`src/rtl/mc_control.sv`:
```
// rtl/mc_control.sv - multi-cycle LEGv8 control FSM with memory handshake timeout, sticky fault and retire counter
module mc_control #(
    parameter int TIMEOUT = 16,
    parameter int COUNT_W = 32
) (
    input  logic               clk,
    input  logic               reset,
    input  logic [10:0]        opcode,
    input  logic               zero,
    input  logic               mem_ack,
    output logic               mem_req,
    output logic               mem_we,
    output logic               iord,
    output logic               ir_write,
    output logic               pc_write,
    output logic               reg_write,
    output logic               reg2loc,
    output logic               mem_to_reg,
    output logic               alu_src_a,
    output logic [1:0]         alu_src_b,
    output logic [1:0]         alu_op,
    output logic [1:0]         pc_src,
    output logic [3:0]         state,
    output logic               fault,
    output logic [COUNT_W-1:0] retired
);

    localparam int WAIT_W = $clog2(TIMEOUT + 1);

    localparam logic [3:0] S_FETCH  = 4'd0;
    localparam logic [3:0] S_DECODE = 4'd1;
    localparam logic [3:0] S_EXEC_R = 4'd2;
    localparam logic [3:0] S_WB_R   = 4'd3;
    localparam logic [3:0] S_ADDR   = 4'd4;
    localparam logic [3:0] S_MEM_RD = 4'd5;
    localparam logic [3:0] S_WB_MEM = 4'd6;
    localparam logic [3:0] S_MEM_WR = 4'd7;
    localparam logic [3:0] S_BRANCH = 4'd8;
    localparam logic [3:0] S_JUMP   = 4'd9;
    localparam logic [3:0] S_FAULT  = 4'd10;

    logic [3:0]        next_state;
    logic [WAIT_W-1:0] wait_cnt;
    logic              wait_full;
    logic              retire;
    logic              is_r, is_ldur, is_stur, is_cbz, is_cbnz, is_b;

    // opcode comes straight from the IR, which only changes in FETCH
    always_comb begin
        is_r    = (opcode == 11'b10001011000) || (opcode == 11'b11001011000) ||
                  (opcode == 11'b10001010000) || (opcode == 11'b10101010000);
        is_ldur = (opcode == 11'b11111000010);
        is_stur = (opcode == 11'b11111000000);
        is_cbz  = (opcode[10:3] == 8'b10110100);
        is_cbnz = (opcode[10:3] == 8'b10110101);
        is_b    = (opcode[10:5] == 6'b000101);
    end

    assign wait_full = (wait_cnt == WAIT_W'(TIMEOUT - 1));
    assign fault     = (state == S_FAULT);

    always_comb begin
        next_state = state;
        mem_req    = 1'b0;
        mem_we     = 1'b0;
        iord       = 1'b0;
        ir_write   = 1'b0;
        pc_write   = 1'b0;
        reg_write  = 1'b0;
        reg2loc    = 1'b0;
        mem_to_reg = 1'b0;
        alu_src_a  = 1'b0;
        alu_src_b  = 2'b00;
        alu_op     = 2'b00;
        pc_src     = 2'b00;
        retire     = 1'b0;
        case (state)
            S_FETCH: begin
                mem_req   = 1'b1;
                alu_src_b = 2'b01;
                if (mem_ack) begin
                    ir_write   = 1'b1;
                    pc_write   = 1'b1;
                    next_state = S_DECODE;
                end else if (wait_full) begin
                    next_state = S_FAULT;
                end
            end
            S_DECODE: begin
                alu_src_b = 2'b11;
                reg2loc   = is_stur || is_cbz || is_cbnz;
                if (is_r)                 next_state = S_EXEC_R;
                else if (is_ldur || is_stur) next_state = S_ADDR;
                else if (is_cbz || is_cbnz)  next_state = S_BRANCH;
                else if (is_b)            next_state = S_JUMP;
                else                      next_state = S_FAULT;
            end
            S_EXEC_R: begin
                alu_src_a  = 1'b1;
                alu_op     = 2'b10;
                next_state = S_WB_R;
            end
            S_WB_R: begin
                reg_write  = 1'b1;
                retire     = 1'b1;
                next_state = S_FETCH;
            end
            S_ADDR: begin
                alu_src_a  = 1'b1;
                alu_src_b  = 2'b10;
                next_state = is_stur ? S_MEM_WR : S_MEM_RD;
            end
            S_MEM_RD: begin
                mem_req = 1'b1;
                iord    = 1'b1;
                if (mem_ack)        next_state = S_WB_MEM;
                else if (wait_full) next_state = S_FAULT;
            end
            S_WB_MEM: begin
                reg_write  = 1'b1;
                mem_to_reg = 1'b1;
                retire     = 1'b1;
                next_state = S_FETCH;
            end
            S_MEM_WR: begin
                mem_req = 1'b1;
                mem_we  = 1'b1;
                iord    = 1'b1;
                reg2loc = 1'b1;
                if (mem_ack) begin
                    retire     = 1'b1;
                    next_state = S_FETCH;
                end else if (wait_full) begin
                    next_state = S_FAULT;
                end
            end
            S_BRANCH: begin
                alu_src_a  = 1'b1;
                alu_op     = 2'b01;
                pc_src     = 2'b01;
                pc_write   = is_cbnz ? !zero : zero;
                retire     = 1'b1;
                next_state = S_FETCH;
            end
            S_JUMP: begin
                pc_src     = 2'b10;
                pc_write   = 1'b1;
                retire     = 1'b1;
                next_state = S_FETCH;
            end
            S_FAULT: next_state = S_FAULT;
            default: next_state = S_FAULT;
        endcase
    end

    // the counter idles at zero outside memory states, so entry into one starts from zero
    always_ff @(posedge clk or negedge reset) begin
        if (!reset) begin
            state    <= S_FETCH;
            wait_cnt <= '0;
            retired  <= '0;
        end else begin
            state <= next_state;
            if (mem_req && !mem_ack) wait_cnt <= wait_cnt + WAIT_W'(1);
            else                     wait_cnt <= '0;
            if (retire) retired <= retired + COUNT_W'(1);
        end
    end

endmodule

```
`config.mk`:
```
export PLATFORM = sky130hd
export DESIGN_NAME = mc_control
export DESIGN_NICKNAME = d
export VERILOG_FILES = /design/src/rtl/mc_control.sv
export SDC_FILE = /design/constraint.sdc
export NUM_CORES = 1
export LEC_CHECK = 0
export BUFFER_PORTS_ARGS = -buffer_cell sky130_fd_sc_hd__buf_2
export CORE_MARGIN = 2
export CORE_UTILIZATION = 41
export DETAILED_ROUTE_END_ITERATION = 16
export PLACE_DENSITY = 0.77
export RECOVER_POWER = 50
export SLEW_MARGIN = 20
export SYNTH_ARGS = -nofsm -noshare
export SYNTH_HDL_FRONTEND = slang
export SYNTH_SLANG_ARGS = --single-unit
```
`constraint.sdc`:
```
create_clock -name clk -period 1.97 [get_ports clk]
set_input_delay 0.394 -clock clk [delete_from_list [all_inputs] [get_ports clk]]
set_output_delay 0.394 -clock clk [all_outputs]
set_load 0.01 [all_outputs]
```
* Yosys cells after proc, flatten, opt, wreduce, memory -nomap -nowiden
Index checks and enable logic that the tools add are counted.
** Cells by class
- Equality and inequality tests :: 20
- Reductions and logical operators :: 16
- $add $sub $neg :: 2
- Muxes and demuxes :: 26
** Operators by type and width (number)
- 11-bit == test, second input constant :: 6
- 32-bit by 1-bit adder with 32-bit output, second input constant :: 1
- 4-bit one-hot mux with 7 select lines :: 1
- 4-bit two-way mux :: 6
- 4-bit by 3-bit == test with 1-bit output, second input constant :: 4
- 8-bit == test, second input constant :: 2
- 4-bit == test, second input constant :: 3
- 1-bit two-way mux :: 9
- 4-bit by 2-bit == test with 1-bit output, second input constant :: 2
- 2-bit one-hot mux with 2 select lines :: 2
- 1-bit logical OR :: 7
- 6-bit by 3-bit == test with 1-bit output, second input constant :: 1
- 2-bit two-way mux :: 3
- 2-bit one-hot mux with 3 select lines :: 1
- 3-bit OR reduction :: 2
- 5-bit by 1-bit adder with 5-bit output, second input constant :: 1
- 5-bit by 4-bit == test with 1-bit output, second input constant :: 1
- 5-bit two-way mux :: 1
- 4-bit by 1-bit == test with 1-bit output, second input constant :: 1
- 4-bit logical NOT :: 1
- 1-bit one-hot mux with 2 select lines :: 2
- 2-bit OR reduction :: 2
- 4-bit OR reduction :: 1
- 1-bit one-hot mux with 3 select lines :: 1
- 2 further kinds :: 3
** Word-level totals
- Word-level logic and storage cells :: 67
- Output and inout port bits :: 52
- Input port bits :: 15
- Flip-flop bits (word level) :: 41

* Depth between registers and ports, before layout
- Depth after elaboration :: 6
- Mapped depth :: 8
- Mapped depth without buffers :: 7

* Worst setup path before layout
OpenSTA, ideal clock, no wires.
- Kind :: register to output
- Start :: register state[0]
- End :: output port reg2loc
- Path buffers :: 1
- Data arrival time :: 1.607 ns
- Required time :: 1.576 ns
- Stages on the path, launching flop included :: 6
- Path slack :: -0.031 ns
- Cell sequence :: dfrtp_1 > buf_1 > inv_1 > nor3b_1 > nand2_1 > o31ai_1
** Between the ends
- Longest elaborated chain between the ends :: 2
- Elaborated cells on any way between the ends :: 3
- Classes of those cells :: eq/ne (2); mux (1)
** RTL lines
- from (decl) :: RTL line 23 : output logic [3:0] state,
- from (signal assigned) :: RTL line 163 : state <= next_state;
- 4-bit by 3-bit == test with 1-bit output / 4-bit by 1-bit == test with 1-bit output (equally long branches) :: RTL line 77 : case (state)
- 1-bit one-hot mux with 2 select lines * :: RTL line 77
- to (decl) :: RTL line 17 : output logic reg2loc,
Mark *: on every way between the ends. The rest lies on a longest branch, timed or not.

* Worst setup path after layout
Same ends and word-level chain as after synthesis.

==> summary.md <==
| Metric | Value |
|---|---|
| Register area share after synthesis | `44.16%` |
| CTS tree | `done` |
| Final setup viols | `0` |
| Post-synthesis instance area | `2323 µm²` |
| Synth top area share | `44.16%` |
| WL final | `5.139 mm` |
| DR WL/cell | `13.14 µm` |
| Post-layout util | `52.51%` |
| Die Height | `79.28 µm` |
| H-tree lvl count | `2` |
| Vias in the first global route | `1,884` |
| Seq cells post-synth | `41` |
| Leak pwr | `1.365 nW` |
| Placer Congestion | `0.7736` |
| Initial antenna violation count | `0` |
| Fillers | `507` |
| Most common library cells after synthesis | `41 x dfrtp_1, 25 x xnor2_1, 21 x nand3_1, 21 x nor2_1, 18 x nand2_1` |
| Max Slew Vio Count | `0` |
| Syn Inst Count | `242` |
| Setup Skew | `0.002677 ns` |
| Hold WS | `0.3351 ns` |
| # diodes | `0` |
| First-pass GRT wire length | `8.404 mm` |
| Worst setup path class | `flop to output pin` |
| Vias per inst | `5.194` |
| Crit. End Element | `output pin` |
| Num ports | `67` |
| Clk_lat worst skew | `0.30 ns` |
| Post-route antenna net violation count | `0` |
| Reg clk slew, reported paths | `0.08 ns` |
| Hold Fails Final Rpt | `0` |
| Slew Limit Headroom | `34.08%` |
| WP data arrival | `1.51 ns` |
| Gr usage total | `16.70%` |
| Share of layout cells above drive strength 1 | `26.33%` |
| Worst setup path start | `state[0]` |
| Async set or reset register ratio after synthesis | `100.0%` |
| Core area | `5507 µm²` |
| Period utilization | `96.43%` |
| Number of synthesis warnings | `0` |
| Main flop type after synthesis | `dfrtp_1` |
| Die width | `79.28 µm` |
| Max Clock Freq | `526.4 MHz` |
| Count of different cell masters after synthesis | `43` |
| Critical Path RT | `1.58 ns` |
| Final nets | `336` |
| Starting Density | `42.19%` |
| Top cells by area, synth | `dfrtp_1 44%, xnor2_1 9.4%, nand3_1 4.5%, xor2_1 4.1%, nor2_1 3.4%` |
| CP startpoint kind | `flop` |
| Placed insts | `377` |
| Synthesized area per cell | `9.601 µm²` |
| Post-synth top area cell | `dfrtp_1` |
| Vias | `2,031` |
| Most frequent cell after synthesis | `dfrtp_1` |
| EDFF count, synth | `0` |
| Number of CTS-inserted buffers | `5` |
| Iteration-0 DRC Markers | `123` |
| Pwr/cell area | `931.4 nW/µm²` |
| Max Buffers Root-to-Sink | `2` |
| Number of core rows | `27` |
| Post-layout min period | `1.900 ns` |
| VDD IR max | `0.4369 mV` |
| Sink Count | `41` |
| Largest net degree at the start of global routing | `42` |
| Area Growth Syn to Fin | `24.45%` |
| Die area | `6285 µm²` |
| Worst slew pin tran | `0.9888 ns` |
| Min-delay worst type | `primary input to asynchronous set/reset pin` |
| Clock Tree Root | `clkbuf_8` |
| Status | `finished, final reports clean` |
| Remaining global-route overflow | `0` |
| Max Cap Viol | `0` |
| Worst r2r src | `state[1]` |
| Residual DRC | `0` |
| Crit path max fanout | `6` |
| HPWL Detailed | `3.851 mm` |
| Synthesized netlist net count | `260` |
| Final Non-Filler Cells | `391` |
| IO buf count | `66` |
| Drt first pass iters | `4` |
-- cell families (layout without fill, tap and decap cells) --
group           count (synthesis)  in the layout  synth area share (%)
simple gates                  117            117                 28.86
mux                             1              1                0.4308
flops                          41             41                 44.16
xor+xnor                       36             36                 13.57
compound gates                 24             24                 7.378
fa+ha+maj                       3              3                 1.616
buf+inv                        20             97                 3.985
-- cell usage in the layout, fill, tap and decap left out, drive strengths merged, types with 2 or more instances in the layout --
| cell type | n |
|---|---|
| a21oi | 7 |
| and2 | 4 |
| and3 | 9 |
| and4 | 4 |
| buf | 58 |
| clkbuf | 29 |
| clkinv | 2 |
| clkinvlp | 2 |
| dfrtp | 41 |
| ha | 3 |
| inv | 6 |
| nand2 | 18 |
| nand2b | 2 |
| nand3 | 22 |
| nand4 | 8 |
| nor2 | 22 |
| nor2b | 2 |
| nor3 | 14 |
| nor3b | 5 |
| o21ai | 6 |
| o22ai | 2 |
| o31ai | 2 |
| xnor2 | 25 |
| xor2 | 11 |
-- per-stage QoR --
stage / setup WS (ns) / cell area (µm²) / TNS (ns) / power [W]
after global routing: -0.004569 / 2892 / -0.005144 / 0.002863
after global placement: 0.1431 / 2758 / 0 / 0.002035
after CTS: 0.001913 / 2859 / 0 / 0.002599
after detailed placement: 0.09213 / 2758 / 0 / 0.002053
final: 0.07032 / 2892 / 0 / 0.002693
after floorplan: 0.1122 / 2328 / 0 / 0.001739
-- critical path: stages (launching register included) --
cell and delay [ns]:
dfrtp_1 0.38, buf_6 0.13, clkinvlp_4 0.14, nor3b_4 0.22, nand2_1 0.10, o31ai_1 0.07, buf_2 0.17
-- routing by layer --
layer	vias to the layer above	GRT usage, %	wire (µm)
li1	990	-	-
met1	974	21.09	2235
met2	58	28.73	2595
met3	9	2.614	215
met4	0	6.379	92
met5	-	0	0
-- flip-flops by register name, indices dropped and copies added, names as in the netlist --
| name | cells |
|---|---|
| state | 4 |
| retired | 32 |
| wait_cnt | 5 |
-- power breakdown --
group	total, W	switching (W)	internal (W)
clock	0.000545	0.000301	0.000244
combinational	0.00112	0.000628	0.000495
sequential	0.00102	0.0000992	0.000925
total	0.00269	0.00103	0.00166
-- cell type report --
class | count | area, µm² | area share [%]
Clock buffer | 5 | 68.82 | 2.380
Clock inverter | 3 | 17.52 | 0.6058
Inverter | 7 | 30.03 | 1.039
Multi-Input combinational cell | 181 | 1229 | 42.49
Sequential cell | 41 | 1026 | 35.48
Tap cell | 72 | 90.09 | 3.116
Timing Repair Buffer | 82 | 430.4 | 14.89
-- path summary, 6_finish.rpt --
check / end / slack (ns) / cells past startpoint
setup reg to reg: retired[17] / 0.21 / 5
max in group asynchronous: state[2] / 1.03 / 2
min in group clk: state[0] / 0.45 / 3
hold / removal: retired[31] / 0.34 / 2
hold reg to reg: wait_cnt[0] / 0.47 / 1
setup / recovery: reg2loc / 0.07 / 6
-- what timing repair did --
| item | in CTS | in global routing |
|---|---|---|
| gates resized for setup | 0 | 9 |
| setup buffers | 2 | 4 |
| hold buffers | 0 | 0 |
| pin swaps | 1 | 1 |
| endpoints found under the setup margin | 1 | 8 |
(Power assumes the default switching activity.)
